File: config.mk
export PLATFORM = sky130hd
export DESIGN_NAME = irq_prio_ctrl
export DESIGN_NICKNAME = d
export VERILOG_FILES = /design/src/rtl/irq_prio_ctrl.sv
export SDC_FILE = /design/constraint.sdc
export NUM_CORES = 1
export LEC_CHECK = 0
export BUFFER_PORTS_ARGS = -buffer_cell sky130_fd_sc_hd__buf_2
export CAP_MARGIN = 10
export CORE_MARGIN = 10
export CORE_UTILIZATION = 35
export CTS_CLUSTER_SIZE = 16
export DETAILED_ROUTE_END_ITERATION = 10
export RECOVER_POWER = 100
export SLEW_MARGIN = 20
export SYNTH_ARGS = -nofsm -noshare
export SYNTH_HDL_FRONTEND = slang
export SYNTH_SLANG_ARGS = --single-unit
export TNS_END_PERCENT = 10
File: constraint.sdc
create_clock -name clk -period 1.5 [get_ports clk]
set_input_delay 0.225 -clock clk [delete_from_list [all_inputs] [get_ports clk]]
set_output_delay 0.225 -clock clk [all_outputs]
set_load 0.05 [all_outputs]
File: src/rtl/irq_prio_ctrl.sv
// irq_prio_ctrl: edge-latched interrupt pending register with enable mask,
// highest-index priority selection and a valid/ack presentation handshake.
module irq_prio_ctrl #(
    parameter int N    = 4,
    parameter int ID_W = 2
) (
    input  logic            clk,
    input  logic            rst_n,
    input  logic [N-1:0]    irq_in,
    input  logic            mask_wr,
    input  logic [N-1:0]    mask_din,
    input  logic            irq_ack,
    output logic            irq_valid,
    output logic [ID_W-1:0] irq_id,
    output logic [N-1:0]    pending,
    output logic            overflow
);
    typedef enum logic {IDLE, PRESENT} state_t;
    state_t          state_q, state_d;
    logic [N-1:0]    irq_q, pending_q, pending_d, mask_q, rise, clr, cand;
    logic [ID_W-1:0] id_q, id_d, sel;
    logic            ovf_q, ovf_d;
    always_comb begin
        rise = irq_in & ~irq_q;
        clr  = '0;
        if (state_q == PRESENT && irq_ack) clr[id_q] = 1'b1;
        // a fresh rise on the line being cleared survives the clear
        pending_d = (pending_q & ~clr) | rise;
        ovf_d     = |(rise & pending_q & ~clr);
        cand      = pending_q & mask_q;
        sel       = '0;
        for (int i = 0; i < N; i++) if (cand[i]) sel = ID_W'(i);
    end
    always_comb begin
        state_d = state_q;
        id_d    = id_q;
        if (state_q == IDLE && cand != '0) begin
            state_d = PRESENT;
            id_d    = sel;
        end else if (state_q == PRESENT && irq_ack) begin
            state_d = IDLE;
        end
    end
    always_ff @(posedge clk or negedge rst_n) begin
        if (!rst_n) begin
            state_q   <= IDLE;
            irq_q     <= '0;
            pending_q <= '0;
            mask_q    <= '1;
            id_q      <= '0;
            ovf_q     <= 1'b0;
        end else begin
            state_q   <= state_d;
            irq_q     <= irq_in;
            pending_q <= pending_d;
            mask_q    <= mask_wr ? mask_din : mask_q;
            id_q      <= id_d;
            ovf_q     <= ovf_d;
        end
    end
    assign irq_valid = (state_q == PRESENT);
    assign irq_id    = id_q;
    assign pending   = pending_q;
    assign overflow  = ovf_q;
endmodule
# Word-level counts from Yosys, hierarchy flattened
# Index checks and enable logic that the tools add are counted.
dict set report totals {
  reg_bits 16
  input_bits 12
  out_inout_bits 8
  word_cells 31
}
dict set report classes {
  n_lt_le_gt_ge 2
  mux 8
  n_bitwise 9
  reduce_logical 6
}
# operator count
set ops {}
lappend ops {{AND 4 bit} 5}
lappend ops {{inverter 4 bit} 2}
lappend ops {{2-to-1 mux 1 bit} 4}
lappend ops {{2-to-1 mux 2 bit} 2}
lappend ops {{2-to-1 mux 4 bit} 1}
lappend ops {{bitwise OR 4 bit} 1}
lappend ops {{nonzero test 4 bit} 1}
lappend ops {{OR reduction 4 bit} 1}
lappend ops {{logical AND 1 bit} 3}
lappend ops {{< comparator 2 x 3 -> 1 bit, second input constant} 1}
lappend ops {{demux 1 bit (select 2 bit)} 1}
lappend ops {{greater-or-equal comparator 2 x 1 -> 1 bit, second input constant} 1}
lappend ops {{nonzero test 2 bit} 1}
lappend ops {{inverter 1 bit} 1}

# Depth between registers and ports, before layout
# Gate-level depths: netlist of run 1.
dict set report depth {
  depth_word 8
  mapped_depth 4
  ltp_nobuf 3
}

# Worst setup path before layout of run 1
# OpenSTA, ideal clock, no wires.
dict set report synth_timing {
  path_type {register to register}
  from {register state_q (netlist: irq_valid)}
  to {register ovf_q (netlist: overflow)}
  t_arrival_ps 1320
  t_required_ps 1356
  path_slack_ps 36
  stages_incl_launch_ff 5
  path_buffers 1
  period_less_slack_ps 1464
  cell_sequence {dfrtp_1 -> buf_4 -> nand3b_2 -> o32ai_1 -> o221ai_1}
}
dict set report synth_via {
  elab_chain_cells 5
}
# item line_no
set synth_rtl {}
lappend synth_rtl {{start: declaration} 19} ;# state_t state_q, state_d;
lappend synth_rtl {{start signal: assignment} 53} ;# state_q <= state_d;
lappend synth_rtl {{logical AND 1 bit} 26} ;# if (state_q == PRESENT && irq_ack) clr[id_q] = 1'b1;
lappend synth_rtl {{2-to-1 mux 4 bit} 26}
lappend synth_rtl {{inverter 4 bit} 29} ;# ovf_d = |(rise & pending_q & ~clr);
lappend synth_rtl {{AND 4 bit} 29}
lappend synth_rtl {{OR reduction 4 bit} 29}
lappend synth_rtl {{via ovf_d} 22} ;# logic ovf_q, ovf_d;
lappend synth_rtl {{end signal: assignment} 58} ;# ovf_q <= ovf_d;
lappend synth_rtl {{end: declaration} 22}
# The timed path passes the listed nets, and every way through them passes these cells.
# A chain may end at the register's enable or synchronous reset.

# Worst setup path in the final report of run 1
dict set report layout_timing {
  from {register state_q (netlist: irq_valid)}
  to {output irq_valid}
}
# item line_no
set layout_rtl {}
lappend layout_rtl {{end: declaration} 13} ;# output logic irq_valid,
# No word-level cell between the ends.

==> flow_summary.json, run 1 <==
{
  "cp-start-kind": "flop",
  "antenna_left": 0,
  "h-tree-depth": 1,
  "rsz0062_at_grt": "no",
  "ys_types": 22,
  "max-vdd-ir-drop_uv": 758.9,
  "worst_pin_slew_ns": 0.8267,
  "hpwl_mm": 1.114,
  "initial_core_util": 0.3819,
  "wl_per_cell_um": 13.19,
  "clk_latency_ns": 0.28,
  "synth_top_area_cell": "dfrtp_1",
  "critPathKind": "reg -> out",
  "place.gp.congestion": 0.8189,
  "p_per_area_nw_per_um2": 1861,
  "layout-drive-gt1-share": 0.2771,
  "syn2layout_area_growth_pct": 22.91,
  "final_nets": 96,
  "synth_edf_count": 0,
  "finalMaxSlewViolations": 0,
  "drc": 0,
  "drt_iter0_drc": 10,
  "ctsLongestPathBuffers": 2,
  "port_buffers": 19,
  "period_share": 0.9282,
  "rows": 15,
  "post-cts-setup-buffers": 0,
  "finalWirelength_mm": 1.424,
  "critPathMaxStageDelay_ns": 0.54,
  "clk_pin_slew_worst_paths_ns": 0.09,
  "p_leak_nw": 0.3863,
  "dpl_worst_slack_ns": 0.1920,
  "path_cells": "clkbuf_2",
  "grt_pass1_wl_mm": 2.387,
  "synth_top_cell_area_share": 0.4364,
  "outcome": "finished, final reports clean",
  "via_count": 535,
  "fin_worst_skew_ns": 0.002092,
  "die_area_sq_um": 4140,
  "ys.flop_type": "dfrtp_1",
  "path_max_fanout": 11,
  "crit_buf_inv": 1,
  "drtPass1Iterations": 4,
  "cts_num_sinks": 16,
  "io_pins": 20,
  "fill_cells": 179,
  "overflow": 0,
  "placed_area_sq_um": 807.0,
  "cts-root-buf": "clkbuf_4",
  "worstPathRequired_ns": 1.27,
  "end_kind": "output pin",
  "setup_ws_ns": 0.1077,
  "syn_nets": 72,
  "numPlacedInstances": 103,
  "max_cap_violations": 0,
  "critical_path.top_delay_family": "flip-flops",
  "fin_area_sq_um": 845.8,
  "die_h_um": 64.34,
  "synth-seq-cells": 16,
  "instances_no_fill": 108,
  "hold_violations": 0,
  "fp.dieW_um": 64.34,
  "hp-class": "in -> reg",
  "yosys_warnings": 0,
  "grtUsageTotal": 0.07208,
  "core-area_sq_um": 1802,
  "worstPathArrival_ns": 1.17,
  "min_period_ns": 1.392,
  "r2r_slack_ns": 0.19,
  "crit_slowest_cell": "dfrtp_1",
  "async_flop_share": 1.000,
  "fin_setup_tns_ns": 0,
  "cts_tree": "done",
  "antenna_found_initial": 0,
  "syn_inst": 60,
  "viasPerCell": 4.954,
  "setup_viol": 0,
  "syn_area_per_cell_sq_um": 11.47,
  "ys_seq_area_frac": 0.5891,
  "synth_area_sq_um": 688.2,
  "cts_buffers": 3,
  "hold_ws_ns": 0.07457,
  "fmax_mhz": 718.3,
  "grt_start_max_net_pins": 17,
  "diodes": 0,
  "synth.area.top_cells": "dfrtp_1, dfstp_2, mux2_2, o21ai_0, nand2_1",
  "slew_headroom": 0.4489,
  "grt_pass1_vias": 517
}
==> state kept, by name (all words and copies together) (netlist names) <==
signal     count
irq_id         2
overflow       1
pending        4
irq_valid      1
mask_q         4
irq_q          4
==> metrics by stage <==
step	power (mW)	util
detailed placement	1.311	0.4479
floorplan	1.137	-
finish	1.574	0.4694
global route	1.678	0.4694
CTS	1.601	0.4736
global placement	1.313	0.4479
==> routing by layer <==
layer / track usage / share of wire
met1: 0.08068 / 0.44
met2: 0.1108 / 0.47
met3: 0.03310 / 0.081
met4: 0.04011 / 0.0084
met5: 0 / 0
==> cell families (layout without fill, tap and decap cells) <==
logic type / after synthesis / count (layout) / share of synthesized area
AND/OR/NAND/NOR: 18 / 18 / 0.1527
AO/OA/AOI/OAI: 16 / 16 / 0.1546
flip-flops: 16 / 16 / 0.5891
buffers and inverters: 6 / 29 / 0.03819
multiplexers: 4 / 4 / 0.06545
==> final timing paths <==
path | from | cells after the start | endpoint
max reg2reg | irq_valid | 3 | overflow
min | irq_in[2] | 1 | irq_q[2]
max in group asynchronous | rst_n | 2 | irq_q[1]
min reg2reg | irq_q[3] | 1 | pending[3]
min in group asynchronous | rst_n | 2 | irq_q[3]
max | irq_valid | 1 | irq_valid
==> cell usage after synthesis, drive strengths merged, types with 2 or more instances <==
| library cell | instances |
|---|---|
| nand2 | 9 |
| mux2 | 4 |
| dfstp | 4 |
| inv | 5 |
| and3b | 2 |
| dfrtp | 12 |
| nand3b | 2 |
| a22oi | 2 |
| o21ai | 8 |
==> where the power goes <==
part | switching [mW] | internal, mW | leakage, nW
Clock | 0.137 | 0.148 | 0.0210
Combinational | 0.448 | 0.177 | 0.194
Sequential | 0.129 | 0.536 | 0.171
Total | 0.714 | 0.860 | 0.386
==> cell type report <==
class / count / area [sq um] / area share
multi-input cells: 38 / 256.5 / 0.3033
repair buffers: 20 / 97.59 / 0.1154
clock buffers: 4 / 36.28 / 0.04290
inverters: 5 / 18.77 / 0.02219
flip-flops and latches: 16 / 405.4 / 0.4793
well taps: 25 / 31.28 / 0.03698
==> cell usage in the layout (no fill, tap or decap) <==
cell / synthesis / layout
mux2_2: 4 / 4
and3b_1: 2 / 2
clkbuf_4: 0 / 3
o32ai_1: 1 / 1
a221o_2: 1 / 1
nand3b_1: 1 / 1
o221ai_1: 1 / 1
clkbuf_8: 0 / 1
clkbuf_2: 0 / 7
dlygate4sd3_1: 0 / 1
o21a_1: 1 / 1
and4b_1: 1 / 1
nand2_1: 9 / 9
nand3b_2: 1 / 1
o2bb2ai_1: 1 / 1
nor2_1: 1 / 1
o21ai_0: 8 / 8
clkbuf_1: 0 / 6
nand4_1: 1 / 1
inv_1: 5 / 5
nor4bb_1: 1 / 1
dfstp_1: 0 / 4
dfrtp_1: 12 / 12
a31oi_1: 1 / 1
nand3_1: 1 / 1
a22oi_1: 2 / 2
buf_2: 0 / 6
==> what timing repair did <==
action | CTS | global route
gates resized for setup | 0 | 0
endpoints found under the hold margin | 12 | 0
hold buffers | 1 | 0
No activity file was read; power rests on OpenSTA's default activity.
==> run 2, diff against run 1 <==
--- a/config.mk
+++ b/config.mk
@@ -14,3 +14,3 @@
 export RECOVER_POWER = 100
-export SLEW_MARGIN = 20
+export SLEW_MARGIN = 15
 export SYNTH_ARGS = -nofsm -noshare
==> constraint.sdc (replaced) <==
create_clock -name clk -period 1.5 [get_ports clk]
set_input_delay 0.15 -clock clk [delete_from_list [all_inputs] [get_ports clk]]
set_output_delay 0.15 -clock clk [all_outputs]
set_load 0.05 [all_outputs]
==> run 2 against run 1 <==
Maximum frequency is 5.7% higher. Power is 0.44% higher. Sequential power hardly changed. Wire length is 0.77% higher. Setup slack better by 0.075 ns. Die area stayed put. Via count is 4.3% higher. Clock power hardly changed.
==> flow_summary.json, run 2 (synthesis results as in run 1) <==
{
  "outcome": "finished, final reports clean",
  "period_share": 0.8779,
  "p_switching_mw": 0.7139,
  "cp.depth": 1,
  "fin_setup_tns_ns": 0,
  "end_kind": "output pin",
  "fill_cells": 181,
  "h-tree-depth": 1,
  "fmax_mhz": 759.4,
  "min_period_ns": 1.317,
  "antenna_found_initial": 0,
  "layout-drive-gt1-share": 0.2644,
  "crit_slowest_cell": "dfrtp_1",
  "critPathMaxStageDelay_ns": 0.54,
  "p_per_area_nw_per_um2": 1785,
  "grt_start_max_net_pins": 17,
  "endpoint": "irq_valid",
  "drt_iter0_drc": 12,
  "hp-class": "in -> reg",
  "port_buffers": 19,
  "seq_area_sq_um": 405.4,
  "finalMaxSlewViolations": 0,
  "swShare": 0.4515,
  "cts_tree": "done",
  "r2r_start": "irq_valid",
  "hold_violations": 0,
  "worstPathArrival_ns": 1.17,
  "io_pins": 20,
  "slew_headroom": 0.4544,
  "max-vdd-ir-drop_uv": 758.0,
  "cts_num_sinks": 16,
  "grt_pass1_vias": 535,
  "die_h_um": 64.34,
  "critical_path.top_delay_family": "flip-flops",
  "viasPerCell": 4.982,
  "antenna_left": 0,
  "fin_area_sq_um": 885.9,
  "path_cells": "clkbuf_2",
  "grt_pass1_wl_mm": 2.456,
  "hold_path.startpoint": "mask_din[3]",
  "final_util": 0.4917,
  "r2r-end": "overflow",
  "place.gp.congestion": 0.8189,
  "critPathKind": "reg -> out",
  "final_cell_mix": "dfrtp_1, nand2_1, o21ai_0",
  "rsz0062_at_grt": "no",
  "crit_buf_inv": 1,
  "clkPwrFrac": 0.179,
  "rows": 15,
  "diodes": 0,
  "core-area_sq_um": 1802,
  "post-cts-setup-buffers": 0,
  "placed_area_sq_um": 807.0,
  "clk_pin_slew_worst_paths_ns": 0.09,
  "worst_pin_slew_ns": 0.8184,
  "die_area_sq_um": 4140,
  "layout_commonest_cell": "dfrtp_1",
  "p_seq_frac": 0.421,
  "fin_worst_skew_ns": 0.001370,
  "multi_input_area_sq_um": 256.5,
  "path_max_fanout": 11,
  "cts-root-buf": "clkbuf_4",
  "internal_power_mw": 0.8672,
  "drtPass1Iterations": 4,
  "fp.dieW_um": 64.34,
  "p_comb_frac": 0.400,
  "hpwl_mm": 1.114,
  "wl_per_cell_um": 12.81,
  "overflow": 0,
  "grtUsageTotal": 0.07346,
  "r2r_slack_ns": 0.19,
  "finalWirelength_mm": 1.435,
  "cp-startpoint": "irq_valid",
  "p_leak_nw": 0.4030,
  "cp-start-kind": "flop",
  "rr_worst_depth": 3,
  "drc": 0,
  "cts_buffers": 3,
  "setup_viol": 0,
  "min_path_cells": 2,
  "via_count": 558,
  "worstPathRequired_ns": 1.35,
  "initial_core_util": 0.3819,
  "max_cap_violations": 0,
  "ctsLongestPathBuffers": 2,
  "clk_latency_ns": 0.28,
  "final_nets": 100,
  "syn2layout_area_growth_pct": 28.73
}
[run 2: how the worst min path moves through the flow]
| stage | slack, ns | end |
|---|---|---|
| CTS | 0.08 | mask_q[0] |
| global route | 0.08 | mask_q[0] |
| detailed placement | 0.08 | pending[0] |
| finish | 0.09 | mask_q[3] |
| floorplan | -0.15 | irq_id[0] |
| global placement | 0.08 | irq_q[0] |
[run 2: metrics by stage]
step	setup WS [ns]	power, mW	hold slack (ns)	cells
6_report	0.1832	1.581	0.09431	112
5_1_grt	0.06642	1.686	0.07528	112
4_1_cts	0.1796	1.609	0.08349	112
3_5_place_dp	0.1920	1.311	0.08129	103
3_3_place_gp	0.2460	1.313	0.08232	103
2_1_floorplan	0.03639	1.137	-0.1456	60
[run 2: layout make-up]
| cell class | instances | share of cell area |
|---|---|---|
| Tap cell | 25 | 0.03531 |
| Inverter | 5 | 0.02119 |
| Sequential cell | 16 | 0.4576 |
| Clock buffer | 4 | 0.04096 |
| Timing Repair Buffer | 24 | 0.1554 |
| Multi-Input combinational cell | 38 | 0.2895 |
[run 2: per-layer routing]
layer  share of wire  vias to the layer above  global-route usage
met1            0.46                      268             0.08458
met3           0.072                        2             0.03310
li1                -                      272                   -
met2            0.46                       16              0.1108
met4          0.0084                        0             0.04011
met5               0                        -                   0
[run 2: repair_timing]
| action | 4_1_cts | 5_1_grt |
|---|---|---|
| endpoints found under the hold margin | 16 | 0 |
| endpoints found under the setup margin | 0 | 0 |
| gates resized for setup | 0 | 0 |
| hold buffers | 5 | 0 |
[run 2: power by group through the flow]
stage	Sequential [mW]	Combinational (mW)	Clock, mW
2_1_floorplan	0.941	0.196	0
3_3_place_gp	0.669	0.643	0
3_5_place_dp	0.673	0.638	0
4_1_cts	0.663	0.651	0.294
5_1_grt	0.690	0.680	0.316
6_report	0.666	0.633	0.283
==> run 3, diff against run 2 <==
Settings changed: PLACE_DENSITY_LB_ADDON set to 0.2.
==> run 3 against run 2 <==
Clock power down 18%. Flip-flop and latch count stayed put. Core utilization down 1.2 points. Clock-buffer cell count is the same. Register-to-register slack about the same. Power fell by 3.5%. Die area stayed put. Sequential power is essentially flat. Non-clock buffer count fell by 1. Combinational power shrank 0.9%. Critical path depth stayed put. Critical endpoint is now pending[3].
==> flow_summary.json, run 3 (synthesis results as in run 1) <==
{
  "outcome": "finished, final reports clean",
  "grt_pass1_vias": 573,
  "finalMaxSlewViolations": 0,
  "fin_setup_tns_ns": 0,
  "hold_violations": 0,
  "numPlacedInstances": 103,
  "worstPathArrival_ns": 1.19,
  "syn2layout_area_growth_pct": 25.64,
  "via_count": 544,
  "rows": 15,
  "io_pins": 20,
  "layout_commonest_cell": "dfrtp_1",
  "setup_viol": 0,
  "slew_headroom": 0.4332,
  "die_area_sq_um": 4140,
  "grt_pass1_wl_mm": 2.539,
  "r2r_start": "irq_valid",
  "rsz0062_at_grt": "no",
  "hold_path.startpoint": "irq_in[0]",
  "placed_area_sq_um": 807.0,
  "antenna_found_initial": 0,
  "drt_iter0_drc": 4,
  "final_cell_mix": "dfrtp_1, nand2_1, o21ai_0, clkbuf_1",
  "critPathMaxStageDelay_ns": 0.49,
  "initial_core_util": 0.3819,
  "wl_per_cell_um": 13.09,
  "setup_ws_ns": 0.1604,
  "fin_area_sq_um": 864.6,
  "end_kind": "output pin",
  "cts-root-buf": "clkbuf_4",
  "worstPathRequired_ns": 1.35,
  "cts_num_sinks": 16,
  "hp-class": "in -> reg",
  "min_period_ns": 1.340,
  "antenna_left": 0,
  "crit_slowest_cell": "clkbuf_1",
  "grtUsageTotal": 0.07535,
  "cts_buffers": 3,
  "grt_start_max_net_pins": 17,
  "finalWirelength_mm": 1.453,
  "cts_tree": "done",
  "clk_pin_slew_worst_paths_ns": 0.09,
  "period_share": 0.8930,
  "fmax_mhz": 746.5,
  "viasPerCell": 4.901,
  "overflow": 0,
  "instances_no_fill": 111,
  "p_leak_nw": 0.3901,
  "cp-start-kind": "flop",
  "final_nets": 99,
  "core-area_sq_um": 1802,
  "critical_path.top_delay_family": "buffers and inverters",
  "max-vdd-ir-drop_uv": 905.5,
  "cts_resized": 0,
  "fp.dieW_um": 64.34,
  "dpl_worst_slack_ns": 0.1679,
  "fin_worst_skew_ns": 0.008386,
  "cp-startpoint": "pending[3]",
  "hpwl_mm": 1.158,
  "path_cells": "clkbuf_1",
  "crit_buf_inv": 1,
  "die_h_um": 64.34,
  "diodes": 0,
  "layout-drive-gt1-share": 0.2442,
  "p_per_area_nw_per_um2": 1764,
  "port_buffers": 19,
  "power_mw": 1.525,
  "ctsLongestPathBuffers": 2,
  "final_util": 0.4799,
  "post-cts-setup-buffers": 0,
  "path_max_fanout": 5,
  "drtPass1Iterations": 3,
  "max_cap_violations": 0,
  "h-tree-depth": 1,
  "clk_latency_ns": 0.28,
  "drc": 0,
  "critPathKind": "reg -> out",
  "place.gp.congestion": 0.8168,
  "hold_ws_ns": 0.04070,
  "worst_pin_slew_ns": 0.8502
}
-- run 3: path summary, 6_finish.rpt --
| kind | slack (ns) | depth (start not counted) | to |
|---|---|---|---|
| max | 0.16 | 1 | pending[3] |
| min | 0.04 | 1 | irq_q[0] |
| max reg2reg | 0.19 | 3 | overflow |
| min reg2reg | 0.45 | 1 | pending[3] |
| max in group asynchronous | 0.49 | 2 | irq_id[0] |
| min in group asynchronous | 0.48 | 2 | irq_q[3] |
-- run 3: layer usage --
metal  track usage  vias up  wire length [um]
met2        0.1158       12               664
li1              -      270                 -
met4       0.03209        0                30
met1       0.09100      258               675
met3       0.02962        4                83
met5             0        -                 0
-- run 3: what timing repair did --
action                     in CTS  in global routing
hold endpoints to repair       14                  1
setup endpoints to repair       0                  0
hold buffers                    3                  1
-- run 3: area by class of cell --
cell class	count	area, sq um
tap	25	31.28
multi-input combinational	38	256.5
fill	189	937.1
timing repair buffer	23	126.4
inverter	5	18.77
sequential	16	405.4
clock buffer	4	26.28
-- run 3: power breakdown --
part	internal (mW)	switching, mW	total [mW]
clock	0.103	0.128	0.231
combinational	0.179	0.449	0.627
sequential	0.536	0.131	0.667
